$ cat src/rtl/change_dispenser.sv
// Refund path of the vending machine: pays a refund back as 10- and 5-coins,
// greedily from its own inventory, one coin per hopper handshake.
module change_dispenser #(
   parameter int unsigned AMT_W      = 4,
   parameter int unsigned CNT_W      = 8,
   parameter int unsigned INIT_FIVES = 8,
   parameter int unsigned INIT_TENS  = 8,
   parameter int unsigned GAP_CYCLES = 2
) (
   input  logic             clock,
   input  logic             reset,
   input  logic             req_valid,
   output logic             req_ready,
   input  logic [AMT_W-1:0] req_amount,
   output logic [1:0]       coin,
   output logic             coin_valid,
   input  logic             coin_ack,
   output logic             done,
   output logic             short,
   output logic [AMT_W-1:0] short_amount,
   output logic [CNT_W-1:0] fives_cnt,
   output logic [CNT_W-1:0] tens_cnt,
   input  logic             restock_valid,
   input  logic [CNT_W-1:0] restock_fives,
   input  logic [CNT_W-1:0] restock_tens
);

   localparam int unsigned GAP_W = $clog2(GAP_CYCLES + 2);
   localparam logic [1:0] COIN_NONE = 2'b00;
   localparam logic [1:0] COIN_5    = 2'b01;
   localparam logic [1:0] COIN_10   = 2'b10;

   typedef enum logic [2:0] {
      S_IDLE, S_SELECT, S_ISSUE, S_GAP, S_DONE, S_SHORT
   } state_t;

   state_t state, next_state;

   logic [AMT_W-1:0] remaining;
   logic [GAP_W-1:0] gap_cnt;
   logic             accept;
   logic             restock_en;
   logic             pay;
   logic             pick_ten;
   logic             pick_five;

   logic             req_ready_d;
   logic [1:0]       coin_d;
   logic             coin_valid_d;
   logic             done_d;
   logic             short_d;
   logic [AMT_W-1:0] short_amount_d;

   assign accept     = req_valid && req_ready;
   assign restock_en = restock_valid && (state == S_IDLE);
   assign pay        = (state == S_ISSUE) && coin_ack;
   assign pick_ten   = (remaining >= AMT_W'(2)) && (tens_cnt != '0);
   assign pick_five  = (remaining != '0) && (fives_cnt != '0);

   function automatic logic [CNT_W-1:0] sat_add(input logic [CNT_W-1:0] a,
                                                input logic [CNT_W-1:0] b);
      logic [CNT_W:0] sum;
      sum = {1'b0, a} + {1'b0, b};
      return sum[CNT_W] ? '1 : sum[CNT_W-1:0];
   endfunction

   // State register
   always_ff @(posedge clock) begin
      if (reset) state <= S_IDLE;
      else       state <= next_state;
   end

   // Next-state logic
   always_comb begin
      next_state = state;
      case (state)
         S_IDLE:   if (accept) next_state = S_SELECT;
         S_SELECT: begin
            if (remaining == '0)          next_state = S_DONE;
            else if (pick_ten || pick_five) next_state = S_ISSUE;
            else                          next_state = S_SHORT;
         end
         S_ISSUE:  if (coin_ack) next_state = (GAP_CYCLES == 0) ? S_SELECT : S_GAP;
         S_GAP:    if (gap_cnt <= GAP_W'(1)) next_state = S_SELECT;
         S_DONE:   next_state = S_IDLE;
         S_SHORT:  next_state = S_IDLE;
         default:  next_state = S_IDLE;
      endcase
   end

   // Output values for the coming cycle, decoded from the next state
   always_comb begin
      req_ready_d    = (next_state == S_IDLE);
      coin_valid_d   = (next_state == S_ISSUE);
      done_d         = (next_state == S_DONE);
      short_d        = (next_state == S_SHORT);
      coin_d         = COIN_NONE;
      short_amount_d = short_amount;
      if (next_state == S_ISSUE)
         coin_d = (state == S_SELECT) ? (pick_ten ? COIN_10 : COIN_5) : coin;
      if (accept)
         short_amount_d = '0;
      if (next_state == S_SHORT)
         short_amount_d = remaining;
   end

   always_ff @(posedge clock) begin
      if (reset) begin
         req_ready    <= 1'b1;
         coin         <= COIN_NONE;
         coin_valid   <= 1'b0;
         done         <= 1'b0;
         short        <= 1'b0;
         short_amount <= '0;
      end else begin
         req_ready    <= req_ready_d;
         coin         <= coin_d;
         coin_valid   <= coin_valid_d;
         done         <= done_d;
         short        <= short_d;
         short_amount <= short_amount_d;
      end
   end

   // Refund remainder and inter-coin gap counter
   always_ff @(posedge clock) begin
      if (reset) begin
         remaining <= '0;
         gap_cnt   <= '0;
      end else begin
         if (accept)
            remaining <= req_amount;
         else if (pay)
            remaining <= remaining - ((coin == COIN_10) ? AMT_W'(2) : AMT_W'(1));
         if (pay)
            gap_cnt <= GAP_W'(GAP_CYCLES);
         else if ((state == S_GAP) && (gap_cnt != '0))
            gap_cnt <= gap_cnt - GAP_W'(1);
      end
   end

   // Inventory: restock only while idle, decrement once per acknowledged coin
   always_ff @(posedge clock) begin
      if (reset) begin
         fives_cnt <= CNT_W'(INIT_FIVES);
         tens_cnt  <= CNT_W'(INIT_TENS);
      end else if (restock_en) begin
         fives_cnt <= sat_add(fives_cnt, restock_fives);
         tens_cnt  <= sat_add(tens_cnt, restock_tens);
      end else if (pay) begin
         if (coin == COIN_10) tens_cnt  <= tens_cnt - CNT_W'(1);
         else                 fives_cnt <= fives_cnt - CNT_W'(1);
      end
   end

endmodule

$ cat config.mk
export PLATFORM = sky130hd
export DESIGN_NAME = change_dispenser
export DESIGN_NICKNAME = d
export VERILOG_FILES = /design/src/rtl/change_dispenser.sv
export SDC_FILE = /design/constraint.sdc
export NUM_CORES = 1
export LEC_CHECK = 0
export CORE_MARGIN = 1
export CORE_UTILIZATION = 30
export DETAILED_ROUTE_END_ITERATION = 12
export GPL_ROUTABILITY_DRIVEN = 0
export PLACE_DENSITY = 0.55
export SLEW_MARGIN = 10
export SYNTH_ARGS = -nofsm -noshare
export SYNTH_HDL_FRONTEND = slang
export SYNTH_SLANG_ARGS = --single-unit
$ cat constraint.sdc
create_clock -name clock -period 6.6 [get_ports clock]
set_clock_uncertainty 0.1 [all_clocks]
set_input_delay 0.66 -clock clock [delete_from_list [all_inputs] [get_ports clock]]
set_output_delay 0.66 -clock clock [all_outputs]
set_load 0.02 [all_outputs]
==> results of run 1 <==
[power by group through the flow]
stage               combinational, mW  clock, mW  sequential [mW]
floorplan                       0.299          0            0.341
global placement                0.480          0            0.317
global route                    0.538      0.187            0.321
finish                          0.482      0.170            0.312
detailed placement              0.482          0            0.318
CTS                             0.485      0.174            0.313
[flip-flops by register name, summed over array words and instances (netlist names), 2 cells and up]
name          cells
gap_cnt           2
state             3
fives_cnt         8
coin              2
remaining         4
tens_cnt          8
short_amount      4
[cell families after synthesis]
| kind of cell | synth area share, % |
|---|---|
| AND/OR/NAND/NOR | 21.0 |
| AO/OA/AOI/OAI | 24.6 |
| flip-flops | 28.8 |
| buffers and inverters | 4.89 |
| adder cells (fa/ha/maj) | 13.8 |
| XOR/XNOR | 6.49 |
| multiplexers | 0.412 |
[how the worst max path moves through the flow]
stage	depth (start not counted)	to	start
3_5_place_dp	10	tens_cnt[2]$_SDFFE_PP0P_	restock_tens[0]
3_3_place_gp	10	tens_cnt[5]$_SDFFE_PP0P_	restock_tens[0]
2_1_floorplan	9	fives_cnt[3]$_SDFFE_PP1P_	restock_fives[0]
4_1_cts	10	tens_cnt[5]$_SDFFE_PP0P_	restock_tens[0]
5_1_grt	10	tens_cnt[4]$_SDFFE_PP0P_	restock_tens[0]
6_report	10	fives_cnt[1]$_SDFFE_PP0P_	restock_fives[0]
[area by class of cell]
cell class | count | area (sq um) | area share [%]
sequential | 35 | 701 | 22.4
inverter | 19 | 71.3 | 2.28
multi-input combinational | 229 | 1610 | 51.5
clock buffer | 6 | 82.6 | 2.64
tap | 102 | 128 | 4.08
clock inverter | 2 | 16.3 | 0.521
timing repair buffer | 52 | 515 | 16.5
[per-layer routing]
metal  up-vias  GRT usage, %  routed length, um
met5         -             0                  0
met4         0          3.52                 52
met3         6          3.07                233
met2        41          23.4               2660
met1      1057          20.0               2960
li1       1171             -                  -
[cells in the mapped netlist, types with 2 or more instances]
library cell	instances	share of area, %
nand4_1	2	0.51
o31a_1	2	0.72
and2_1	2	0.51
inv_1	18	2.8
o211ai_1	3	0.93
nor2_1	31	4.8
nand2_1	18	2.8
nor3b_1	3	0.93
xor2_1	9	3.2
a211oi_1	5	1.5
a21o_1	6	1.9
o21ai_0	17	3.5
ha_1	22	11
or2_2	5	1.3
nand3_1	3	0.62
nor4_1	3	0.77
a21oi_1	21	4.3
or3_1	4	1.0
buf_2	2	0.41
dfxtp_1	35	29
o311a_1	2	0.82
a221oi_1	10	3.6
nor2b_1	4	1.0
nor3_1	13	2.7
a32oi_1	4	1.4
nand3b_1	2	0.62
clkbuf_1	7	1.1
fa_1	3	2.5
o21a_1	6	1.9
xnor2_1	9	3.2
a31oi_1	2	0.51
[cell usage in the layout (no fill, tap or decap), types with 4 or more instances in the layout]
cell type	instances
a221oi_1	10
or3_1	4
a32oi_1	4
xor2_1	9
o21a_1	6
o21ai_0	17
ha_1	22
inv_1	18
nor2_1	31
a21o_1	6
a21oi_1	21
clkbuf_8	6
xnor2_1	9
dfxtp_1	35
or2_2	5
clkdlybuf4s50_1	50
nor3_1	13
a211oi_1	5
nand2_1	18
nor2b_1	4
[worst register-to-register path: cells and delay by family (launching register included)]
family	cells	cell delay, ns
AO/OA/AOI/OAI	4	0.76
AND/OR/NAND/NOR	2	0.41
flip-flops	1	0.43
adder cells (fa/ha/maj)	2	0.63
buffers and inverters	1	0.06
==> out/qor.csv, run 1 <==
stage;metric;value;unit
min_path;Hold WC Path Type;register to register;
floorplanning;Core Box Area;7770;sq um
cts;post-CTS sizing;0;
sta;f_max;353;MHz
pwr;sw power;0.401;mW
cts;CTS tree;done;
grt;Total GRT Usage;14.6;%
sta;Tcrit/Tclk final;42.9;%
run_status;outcome;complete, no violations;
cts;Post-CTS Setup Inserts;0;
detailed_routing;drt pass-1 iters;4;
worst_setup_path;most used cell, CP;o31a_1;
synthesis;Mean Syn Cell Area;8.29;sq um
pwr;switching share of power;41.6;%
place;Placed Area;3030;sq um
synthesis;Syn Inst Count;293;
pwr;Lkg Pwr;1.16;nW
cts;Clock Path Buffers;2;
grt;pin count of the biggest net entering global routing;34;
pwr;Int Pwr;0.563;mW
worst_setup_path;CP max stage delay;0.46;ns
final_layout;Ant. Diodes;0;
detailed_routing;Routed wire per std cell;13.3;um
pwr;Tot Pwr;0.964;mW
synthesis;Synth Net Count;343;
worst_setup_path;Worst R2R Start;fives_cnt[0]$_SDFFE_PP0P_;
worst_setup_path;Buf/Inv on CP;2;
sta;setup ws final;3.77;ns
sta;setup_tns;0;ns
final_layout;number of fill cells;821;
floorplanning;Rows;32;
final_layout;ratio of cells with drive above 1 in the final layout;6.41;%
synthesis;number of flops mapped to enable cells by yosys;0;
cts;clock sinks;35;
floorplanning;die width;92.0;um
synthesis;Synth cell types;51;
pwr;PwrDens;309;nW/um^2
detailed_routing;post-DR vias/cell;5.11;
sta;WHS;0.397;ns
worst_setup_path;CP max stage cell;clkdlybuf4s50_1;
detailed_routing;via count;2275;
floorplanning;die height;92.0;um
synthesis;area of the mapped netlist;2430;sq um
worst_setup_path;Critical Path AT;2.93;ns
detailed_routing;Routed WL;5910;um
synthesis;Synth Register Bits;35;
synthesis;Top FF cell, synth;dfxtp_1;
synthesis;Async S/R FF share, synth;0;%
floorplanning;Die ar.;8460;sq um
place;Port Buffer Count;50;
cts;Clk Latency, worst-skew pair;0.29;ns
place;Final HPWL DP;4620;um
grt;initial antenna violation count;0;
min_path;Hold Path Cell Cnt;2;
pwr;Peak VDD IR;0.145;mV
detailed_routing;DR iter-0 viols;79;
place;dpl cells;437;
cts;clk slew on worst S/H paths;0.08;ns
worst_setup_path;Setup CP Type;primary input to register;
synthesis;sequential share of the synthesized area;28.8;%
sta;Hold Vio Cnt, Final;0;
final_layout;design area;3120;sq um
sta;fin crit period;2.83;ns
floorplanning;I/O pin total;51;
pwr;Clock power frac;17.6;%
synthesis;synth warn;0;
cts;Num CTS Buffers;5;
pwr;Sequential Power Share;32.3;%
sta;unrepaired setup endpoints after global routing;no;
worst_setup_path;R2R depth;9;
sta;Slew headroom;52.4;%
cts;root buffer cell;clkbuf_8;
final_layout;P&R area growth vs syn;28.6;%
min_path;Worst Hold End;coin[1]$_SDFFE_PP0P_;
grt;first-pass GRT wire length;10000;um
worst_setup_path;worst-path fanout max;4;
worst_setup_path;delay-heaviest family, CP;compound AO/OA/AOI/OAI gates;
worst_setup_path;critical path, cell by cell;clkdlybuf4s50_1 > ha_1 > inv_1 > fa_1 > nor2b_1 > o31a_1 > o31a_1 > o22ai_1 > and2_1 > a221oi_1;
final_layout;Final nets;392;
worst_setup_path;capturing point of the worst reg2reg path;fives_cnt[1]$_SDFFE_PP0P_;
sta;Final setup viols;0;
grt;vias in the first global route;2128;
worst_setup_path;WP data required;6.70;ns
floorplanning;effective utilization at floorplan;31.3;%
min_path;HP Start;coin[1]$_SDFFE_PP0P_;
detailed_routing;remaining antenna violation count;0;
final_layout;Non-Filler Instances;445;
sta;Max Transition Viols Final;0;
place;Post-Place Worst Slack;3.43;ns
cts;Post-CTS Hold Buffers;0;
final_layout;Final Util;40.2;%
worst_setup_path;FF-to-FF setup slack;4.12;ns
pwr;logic gate share of total power;50.0;%
cts;H-tree levels;2;
sta;Slew @ Worst Pin;0.707;ns
job;Max Cap Violations;0;
detailed_routing;Remaining DRCs;0;
grt;gr ovfl total;0;
worst_setup_path;crit path launch type;primary input;
worst_setup_path;kind of end point of the critical path;register;
Note: power is estimated with default switching activity, not from simulation.
==> run 2, diff against run 1 <==
--- a/config.mk
+++ b/config.mk
@@ -9,7 +9,7 @@
 export CORE_UTILIZATION = 30
 export DETAILED_ROUTE_END_ITERATION = 12
 export GPL_ROUTABILITY_DRIVEN = 0
-export PLACE_DENSITY = 0.55
+export PLACE_DENSITY = 0.57
 export SLEW_MARGIN = 10
 export SYNTH_ARGS = -nofsm -noshare
 export SYNTH_HDL_FRONTEND = slang
==> constraint.sdc (replaced) <==
create_clock -name clock -period 2.4 [get_ports clock]
set_clock_uncertainty 0.1 [all_clocks]
set_input_delay 0.24 -clock clock [delete_from_list [all_inputs] [get_ports clock]]
set_output_delay 0.24 -clock clock [all_outputs]
set_load 0.02 [all_outputs]
==> run 2 against run 1 <==
Final area up 11%. Critical path depth unchanged. Core utilization up 4.5 points. Largest power group unchanged. Highest routed layer unchanged. Clock-buffer cell count unchanged. Flip-flop and latch count unchanged. Non-clock buffer count up 39.
==> out/qor.csv, run 2 (same netlist as run 1, synthesis figures left out) <==
stage;metric;value;unit;change
sta;Hold Vio Cnt, Final;0;;unchanged
final_layout;ratio of cells with drive above 1 in the final layout;18.8;%;+12 points
sta;WHS;0.396;ns;-0.00121 ns
grt;vias in the first global route;2291;;+7.7%
detailed_routing;Routed WL;6320;um;+7.0%
place;Post-Place Worst Slack;-0.320;ns;-3.75 ns
final_layout;most frequent cells in the layout;clkdlybuf4s50_1 (50), buf_4 (41), dfxtp_1 (34);;
sta;unrepaired setup endpoints after global routing;no;;
grt;gr ovfl total;0;;unchanged
pwr;Clock power frac;18.7;%;+1.1 points
job;Max Cap Violations;0;;unchanged
grt;first-pass GRT wire length;10600;um;+5.6%
sta;Slew @ Worst Pin;0.522;ns;-0.186 ns
cts;H-tree levels;2;;unchanged
floorplanning;Core Box Area;7770;sq um;unchanged
sta;fin crit period;2.26;ns;
cts;root buffer cell;clkbuf_8;;
cts;CTS tree;done;;
grt;pin count of the biggest net entering global routing;34;;unchanged
final_layout;commonest non-fill, non-tap cell in the layout;clkdlybuf4s50_1;;
floorplanning;die height;92.0;um;unchanged
grt;Total GRT Usage;15.7;%;+1.0 points
worst_setup_path;WP data required;2.48;ns;-4.22 ns
final_layout;number of fill cells;803;;-2.2%
pwr;Lkg Pwr;1.38;nW;+19%
detailed_routing;DR iter-0 viols;65;;-18%
sta;Tcrit/Tclk final;94.1;%;
detailed_routing;drt pass-1 iters;4;;unchanged
cts;Clock Path Buffers;2;;unchanged
cts;Num CTS Buffers;5;;unchanged
pwr;Int Pwr;1.85;mW;+230%
detailed_routing;Routed wire per std cell;13.1;um;-1.6%
pwr;Sequential Power Share;27.2;%;-5.1 points
cts;clock sinks;35;;unchanged
place;Port Buffer Count;50;;unchanged
min_path;HP Start;coin[1]$_SDFFE_PP0P_;;
worst_setup_path;critical path, cell by cell;clkdlybuf4s50_1 > ha_1 > inv_1 > fa_2 > nor2b_2 > o31a_1 > o31a_1 > o22ai_2 > a21oi_1 > a2111o_1;;
min_path;Hold WC Path Type;register to register;;
final_layout;Final nets;431;;+9.9%
pwr;switching share of power;38.7;%;-2.9 points
place;Final HPWL DP;4920;um;+6.4%
detailed_routing;remaining antenna violation count;0;;unchanged
worst_setup_path;CP max stage cell;clkdlybuf4s50_1;;
sta;Final setup viols;0;;unchanged
final_layout;largest registers;fives_cnt x8, tens_cnt x8;;
final_layout;FF+latch area;702;sq um;+0.18%
sta;f_max;443;MHz;
floorplanning;Die ar.;8460;sq um;unchanged
floorplanning;die width;92.0;um;unchanged
worst_setup_path;Worst R2R Start;tens_cnt[3]$_SDFFE_PP1P_;;
worst_setup_path;Buf/Inv on CP;2;;unchanged
pwr;logic gate share of total power;54.1;%;+4.1 points
worst_setup_path;Setup CP Type;primary input to register;;
detailed_routing;Remaining DRCs;0;;unchanged
run_status;outcome;complete, no violations;;
worst_setup_path;kind of end point of the critical path;register;;
sta;setup ws final;0.142;ns;-3.63 ns
worst_setup_path;delay-heaviest family, CP;compound AO/OA/AOI/OAI gates;;
worst_setup_path;worst-path fanout max;4;;unchanged
cts;Clk Latency, worst-skew pair;0.30;ns;about the same
detailed_routing;via count;2377;;+4.5%
floorplanning;effective utilization at floorplan;31.3;%;unchanged
final_layout;P&R area growth vs syn;42.9;%;
sta;Slew headroom;64.3;%;+12 points
worst_setup_path;CP max stage delay;0.41;ns;-0.05 ns
worst_setup_path;most used cell, CP;o31a_1;;
pwr;sw power;1.17;mW;+190%
grt;initial antenna violation count;0;;unchanged
pwr;Peak VDD IR;0.331;mV;+130%
detailed_routing;post-DR vias/cell;4.91;;-3.9%
worst_setup_path;Critical Path AT;2.34;ns;-0.59 ns
worst_setup_path;Worst Setup SP;restock_fives[0];;
floorplanning;I/O pin total;51;;unchanged
cts;clk slew on worst S/H paths;0.08;ns;about the same
final_layout;Multi-input gate area;1650;sq um;+2.3%
worst_setup_path;crit path launch type;primary input;;
pwr;PwrDens;868;nW/um^2;+180%
floorplanning;Rows;32;;unchanged
final_layout;Ant. Diodes;0;;unchanged
sta;Max Transition Viols Final;0;;unchanged
run 2: changes by cell type in the layout (fill, tap and decap cells not counted), sizes merged:
cell | previous run | this run
buf | 2 | 41
bufinv | 0 | 1
clkinvlp | 1 | 0
run 2: power by group through the flow:
stage	sequential (mW)	combinational, mW	clock [mW]
global route	0.839	1.80	0.602
global placement	0.830	1.56	0
detailed placement	0.831	1.57	0
finish	0.820	1.63	0.564
floorplan	0.938	0.822	0
CTS	0.820	1.60	0.574
run 2: worst paths after layout:
path | slack [ns] | cells after the start | end
max | 0.14 | 10 | fives_cnt[3]$_SDFFE_PP1P_
min | 0.40 | 2 | coin[1]$_SDFFE_PP0P_
max reg2reg | 0.16 | 11 | tens_cnt[6]$_SDFFE_PP0P_
min reg2reg | 0.40 | 2 | coin[1]$_SDFFE_PP0P_
run 2: timing repair:
| action | 4_1_cts | 5_1_grt |
|---|---|---|
| cloned | 0 | 0 |
| pin swaps | 1 | 2 |
| setup endpoints to repair | 2 | 12 |
| resized for setup | 1 | 13 |
| buffers inserted | 4 | 1 |
| hold buffers | 0 | 0 |
run 2: cell type report:
cell class / instances / area share [%]
inverters: 19 / 2.05
multi-input cells: 229 / 47.4
clock inverters: 2 / 1.01
flip-flops and latches: 35 / 20.2
repair buffers: 91 / 23.3
well taps: 102 / 3.67
clock buffers: 6 / 2.38
run 2: metrics by stage:
stage	TNS (ns)	std cells	util (%)	total power, mW	instance area, sq um
2_1_floorplan	0	293	-	1.76	2430
3_3_place_gp	-2.35	471	42.2	2.39	3280
3_5_place_dp	-3.13	471	42.2	2.40	3280
4_1_cts	0	483	44.2	2.99	3430
5_1_grt	0	484	44.7	3.24	3470
6_report	0	484	44.7	3.02	3470
run 2: worst register-to-register path: cells and delay by family (launching register included):
family | cells | cell delay [ns]
adders and majority gates | 1 | 0.21
and+or+nand+nor | 1 | 0.28
buffers and inverters | 5 | 0.62
DFF | 1 | 0.36
AOI/OAI and AO/OA | 4 | 0.58
run 2: routing by layer:
layer / up-vias / track usage, % / wire length, um
li1: 1252 / - / -
met1: 1074 / 21.4 / 3190
met2: 44 / 24.5 / 2810
met3: 7 / 3.73 / 264
met4: 0 / 4.30 / 62
met5: - / 0 / 0
